===== src/rtl/fetch_pkg.sv =====
// Shared definitions for the instruction fetch unit: default address width,
// the NOP encoding and the layout of one instruction-buffer entry.
package fetch_pkg;
  localparam int FETCH_XLEN = 32;
  localparam logic [31:0] NOP = 32'h0000_0013;

  typedef struct packed {
    logic [31:0]           inst;
    logic [FETCH_XLEN-1:0] pc;
  } fetch_entry_t;
endpackage


===== src/rtl/fetch_fifo.sv =====
// Instruction buffer: small circular FIFO with synchronous reset and flush.
// Storage is not reset; only pointers and occupancy are.
module fetch_fifo #(
  parameter int WIDTH = 64,
  parameter int DEPTH = 2
) (
  input  logic                     clk,
  input  logic                     rst,
  input  logic                     i_flush,
  input  logic                     i_push,
  input  logic [WIDTH-1:0]         i_data,
  input  logic                     i_pop,
  output logic [WIDTH-1:0]         o_data,
  output logic [$clog2(DEPTH):0]   o_count
);
  localparam int AW = $clog2(DEPTH);

  logic [WIDTH-1:0] r_mem [DEPTH];
  logic [AW-1:0]    r_wr_ptr;
  logic [AW-1:0]    r_rd_ptr;
  logic [AW:0]      r_count;

  always_ff @(posedge clk) begin
    if (rst || i_flush) begin
      r_wr_ptr <= '0;
      r_rd_ptr <= '0;
      r_count  <= '0;
    end else begin
      if (i_push) r_wr_ptr <= r_wr_ptr + AW'(1);
      if (i_pop)  r_rd_ptr <= r_rd_ptr + AW'(1);
      r_count <= r_count + (AW+1)'(i_push) - (AW+1)'(i_pop);
    end
  end

  always_ff @(posedge clk) begin
    if (i_push) r_mem[r_wr_ptr] <= i_data;
  end

  assign o_data  = r_mem[r_rd_ptr];
  assign o_count = r_count;
endmodule


===== src/rtl/fetch_unit.sv =====
// Instruction fetch unit: sequential PC generation, one-cycle-latency memory
// requests, redirect/stall handling and a decoupling instruction buffer.
module fetch_unit
  import fetch_pkg::*;
#(
  parameter int              XLEN      = FETCH_XLEN,
  parameter logic [XLEN-1:0] RESET_PC  = '0,
  parameter int              BUF_DEPTH = 2
) (
  input  logic            clk,
  input  logic            rst,
  output logic            imem_req,
  output logic [XLEN-1:0] imem_addr,
  input  logic [31:0]     imem_rdata,
  input  logic            redirect,
  input  logic [XLEN-1:0] redirect_pc,
  input  logic            stall,
  output logic            inst_valid,
  input  logic            inst_ready,
  output logic [31:0]     inst,
  output logic [XLEN-1:0] inst_pc
);
  localparam int CW = $clog2(BUF_DEPTH) + 1;
  localparam int UW = CW + 1;
  localparam int EW = 32 + XLEN;

  logic [XLEN-1:0] r_pc;
  logic [XLEN-1:0] r_inflight_pc;
  logic            r_inflight;

  logic [CW-1:0]   w_count;
  logic [UW-1:0]   w_used;
  logic [EW-1:0]   w_head;
  logic [EW-1:0]   w_push_data;
  logic            w_push;
  logic            w_pop;
  logic [1:0]      w_unused_rpc_lsb;

  assign w_unused_rpc_lsb = redirect_pc[1:0];

  // Slots already claimed: buffered words plus the one in flight, minus the
  // one leaving this cycle. Keeps a slot reserved for every in-flight word.
  assign w_used   = UW'(w_count) + UW'(r_inflight) - UW'(w_pop);
  assign imem_req = ~rst & ~redirect & ~stall & (w_used < UW'(BUF_DEPTH));
  assign imem_addr = r_pc;

  assign inst_valid  = (w_count != '0) & ~rst;
  assign w_pop       = inst_valid & inst_ready & ~redirect;
  assign w_push      = r_inflight & ~rst & ~redirect;
  assign w_push_data = {imem_rdata, r_inflight_pc};

  assign inst    = inst_valid ? w_head[EW-1 -: 32] : '0;
  assign inst_pc = inst_valid ? w_head[XLEN-1:0]   : '0;

  // Stage p0 -> p1: request issue; PC advances, address captured for the response
  always_ff @(posedge clk) begin
    if (rst) begin
      r_pc       <= RESET_PC;
      r_inflight <= 1'b0;
    end else if (redirect) begin
      r_pc       <= {redirect_pc[XLEN-1:2], 2'b00};
      r_inflight <= 1'b0;
    end else begin
      r_inflight <= imem_req;
      if (imem_req) r_pc <= r_pc + XLEN'(4);
    end
  end

  always_ff @(posedge clk) begin
    if (imem_req) r_inflight_pc <= r_pc;
  end

  // Stage p1 -> p2: response pushed into the buffer, head visible next cycle
  fetch_fifo #(
    .WIDTH(EW),
    .DEPTH(BUF_DEPTH)
  ) u_fifo (
    .clk    (clk),
    .rst    (rst),
    .i_flush(redirect),
    .i_push (w_push),
    .i_data (w_push_data),
    .i_pop  (w_pop),
    .o_data (w_head),
    .o_count(w_count)
  );
endmodule


===== config.mk =====
export PLATFORM = sky130hd
export DESIGN_NAME = fetch_unit
export DESIGN_NICKNAME = d
export VERILOG_FILES = /design/src/rtl/fetch_pkg.sv /design/src/rtl/fetch_fifo.sv /design/src/rtl/fetch_unit.sv
export SDC_FILE = /design/constraint.sdc
export NUM_CORES = 1
export LEC_CHECK = 0
export ABC_AREA = 0
export ABC_CLOCK_PERIOD_IN_PS = 13600
export BUFFER_PORTS_ARGS = -buffer_cell sky130_fd_sc_hd__buf_2
export CAP_MARGIN = 10
export CORE_UTILIZATION = 61
export CTS_BUF_LIST = sky130_fd_sc_hd__clkbuf_4
export CTS_CLUSTER_DIAMETER = 200
export DETAILED_ROUTE_END_ITERATION = 10
export PLACE_DENSITY = 0.9
export REMOVE_ABC_BUFFERS = 1
export SYNTH_ARGS = -nofsm -noshare
export SYNTH_HDL_FRONTEND = slang
export SYNTH_HIERARCHICAL = 1
export SYNTH_SLANG_ARGS = --single-unit

===== constraint.sdc =====
create_clock -name clk -period 13.6 [get_ports clk]
set_input_delay 2.04 -clock clk [delete_from_list [all_inputs] [get_ports clk]]
set_output_delay 2.04 -clock clk [all_outputs]
set_load 0.02 [all_outputs]

==> impl_results.md <==
* Synth warn at 6
* Syn Inst Count at 567
* Finished Core Util at 71.4%
* Final Cycle Share at 56.3%
* Critical R2R Launch: u_fifo/o_count[1]
* Number of global-route vias before repair at 4991
* Worst setup path startpoint: rst
* Die W at 119 um
* Antenna Cells at 0
* Clock latency on the worst-skew pair at 0.56 ns
* Commonest non-fill, non-tap cell in the layout: buf_2
* Initial antenna violation count at 0
* Logic gate share of total power at 5.3%
* Clock skew at 0.0124 ns
* Met3 WL at 1060 um
* CTS Hold Buffers Added at 0
* Worst IR Drop VDD at 0.0715 mV
* Reg-to-Reg End: imem_addr[14]
* M1 wire length at 6350 um
* HP Start: r_inflight_pc[30]
* P per Cell Area at 105 mW/mm^2
* Final setup violation count at 0
* TritonCTS clock tree: yes
* Nets at 802
* Net Sw Power at 0.225 mW
* Antenna-violating nets left at 0
* Fin cells at 917
* Startpoint types: primary input
* Vias per cell at 5.60
* Initial Util at 62.6%
* I/O pins at 167
* Hold WC Path Type: flip-flop to flip-flop
* Post-route cell area at 0.00949 mm^2
* Placed insts at 884
* Mapped Area at 0.00832 mm^2
* Fmax at 0.131 GHz
* WL per Instance at 17.0 um
* RSZ-0062 raised after global routing: false
* Core Rows at 42
* Most used flip-flop cell after synthesis: edfxtp_1
* Minimum clock period at 7.66 ns
* CP Class: primary input to output port
* DP Wirelength at 10300 um
* Die Ht at 119 um
* 1st-pass router iterations at 6
* Post_cts resized at 0
* Ys async rst share at 0%
* Synthesis-to-finish area growth at 14.0%
* H-tree Lvls at 4
* Register bit total from synthesis at 194
* GP Congestion at 0.870
* Clock share of power at 27.7%
* Worst Hold End: u_fifo/r_mem[0][30]
* Postcts setup bufs at 0
* Highest metal used: met4
* R2R setup slack at 8.68 ns
* Core area at 0.0133 mm^2
* Yosys cell types at 47
* Slew @ Worst Pin at 1.15 ns
* Syn_area_per_cell at 14.7 um^2
* PnR Total Power at 0.992 mW
* Remaining Overflow, GRT at 0
* Final setup TNS at 0 ns
* Max_cap viols at 0
* Final Hold Fails at 0
* Number of synthesized flops with an enable pin at 158
* Clock Sinks at 194
* Drt total wl at 15600 um
* Tot GR Track Use at 22.8%
* Clock buffer depth at 2
* Sw Share at 22.7%
* Residual DRC at 0
* Worst hold path stage count at 0
* Worst EP arrival at 5.62 ns
* R2r worst-path depth at 12
* Worst Path Required at 11.56 ns
* Cell Int Power at 0.767 mW
* Area of the die at 0.0141 mm^2
* Reg clk slew, reported paths at 0.14 ns
* Sequential Power Share at 66.9%
* CP endpoint kind: output port
* Status: finished, final reports clean
* Slew HR at 22.7%
* Via count at 5138
* Most frequent cells in the layout: 162 x buf_2, 158 x edfxtp_1, 72 x and2_1
* Leak at 3.70 nW
* Root buffer cell: clkbuf_4
* CTS Buf Count at 17
* CP max FO at 38
* Met2 wire length at 7920 um
* Final Slew Violations at 0
* First-pass GRT wire length at 24600 um
* Sequential element share of the synthesized area at 65.7%
* Largest net degree at the start of global routing at 66
* Share of layout cells above drive strength 1 at 36.4%
* Starting DRT DRC Count at 414
* PortBufs at 162
* Dpl cell area at 0.00920 mm^2
* # fillers at 893
==> how the worst max path moves through the flow <==
stage / end / slack (ns) / cells after the start
5_1_grt: imem_req / 5.83 / 9
3_5_place_dp: imem_req / 6.09 / 9
4_1_cts: imem_req / 6.06 / 9
6_report: imem_req / 5.94 / 9
2_1_floorplan: imem_req / 6.18 / 7
3_3_place_gp: imem_req / 6.23 / 9
==> cell usage after synthesis (3+ instances only) <==
cell type  number  share of area, %
o21ai_0        12              0.72
or3_1           3              0.23
and3_1          4              0.30
nand4_1        14               1.1
inv_1           8              0.36
ha_1            4              0.60
a22oi_1         3              0.27
nand3_1        12              0.72
a31oi_1        13              0.98
o311ai_0        3              0.32
dfxtp_1        36               8.7
and2_1         73               5.5
nor4_1          4              0.30
a32oi_1         4              0.42
buf_12          6               1.4
nor2_1         24               1.1
or4_1           3              0.27
edfxtp_1      158                57
mux2_4         60                11
mux2_2          5              0.68
xor2_1          9              0.95
nor3b_1         3              0.27
nor3_1         11              0.66
a21oi_1        17               1.0
clkbuf_1       19              0.86
o22ai_1         7              0.53
nand2_1        26               1.2
==> power by group through the flow <==
stage | clock network [mW] | registers, mW | logic, mW
finish | 0.275 | 0.664 | 0.0530
global route | 0.307 | 0.666 | 0.0573
CTS | 0.283 | 0.664 | 0.0524
detailed placement | 0 | 0.677 | 0.0522
global placement | 0 | 0.676 | 0.0497
floorplan | 0 | 0.681 | 0.0197
==> per-stage QoR <==
stage	hold slack [ns]	setup slack (ns)
finish	0.458	5.94
CTS	0.460	6.06
global placement	0.424	6.23
floorplan	0.421	6.18
global route	0.474	5.83
detailed placement	0.429	6.09
==> cell families after synthesis <==
| logic type | share of synthesized area [%] |
|---|---|
| DFF | 65.7 |
| AOI/OAI and AO/OA | 4.95 |
| buffers and inverters | 3.10 |
| muxes | 11.6 |
| and+or+nand+nor | 12.4 |
| other | 0.0451 |
| adders and majority gates | 0.842 |
| xor gates and xnor gates | 1.43 |
==> registers in the layout, summed over array words and instances, names as in the netlist, named ones only <==
signal           count
u_fifo/r_wr_ptr      1
r_inflight           1
u_fifo/o_count       2
u_fifo/r_rd_ptr      1
u_fifo/r_mem       128
imem_addr           30
r_inflight_pc       30
==> per-layer routing <==
| metal | track usage, % | vias up |
|---|---|---|
| met5 | 0 | - |
| met2 | 38.2 | 242 |
| li1 | - | 2431 |
| met4 | 8.62 | 0 |
| met3 | 5.99 | 22 |
| met1 | 28.5 | 2443 |
==> critical path, cell delays in order <==
cell and delay, ns:
buf_2 0.34, nor4b_1 0.80, ha_1 0.38, nand2b_1 0.17, fa_1 0.49, or4b_4 0.48
or2_2 0.59, inv_1 0.15, buf_2 0.17
==> area by class of cell <==
class                      count  area [um^2]  share of cell area (%)
clock buffer                  19          143                    1.50
clock inverter                13          114                    1.20
inverter                       8         30.0                   0.317
multi-input combinational    340         2640                    27.9
sequential                   194         5470                    57.6
tap                          176          220                    2.32
timing repair buffer         167          868                    9.15
No activity file was read; power rests on OpenSTA's default activity.
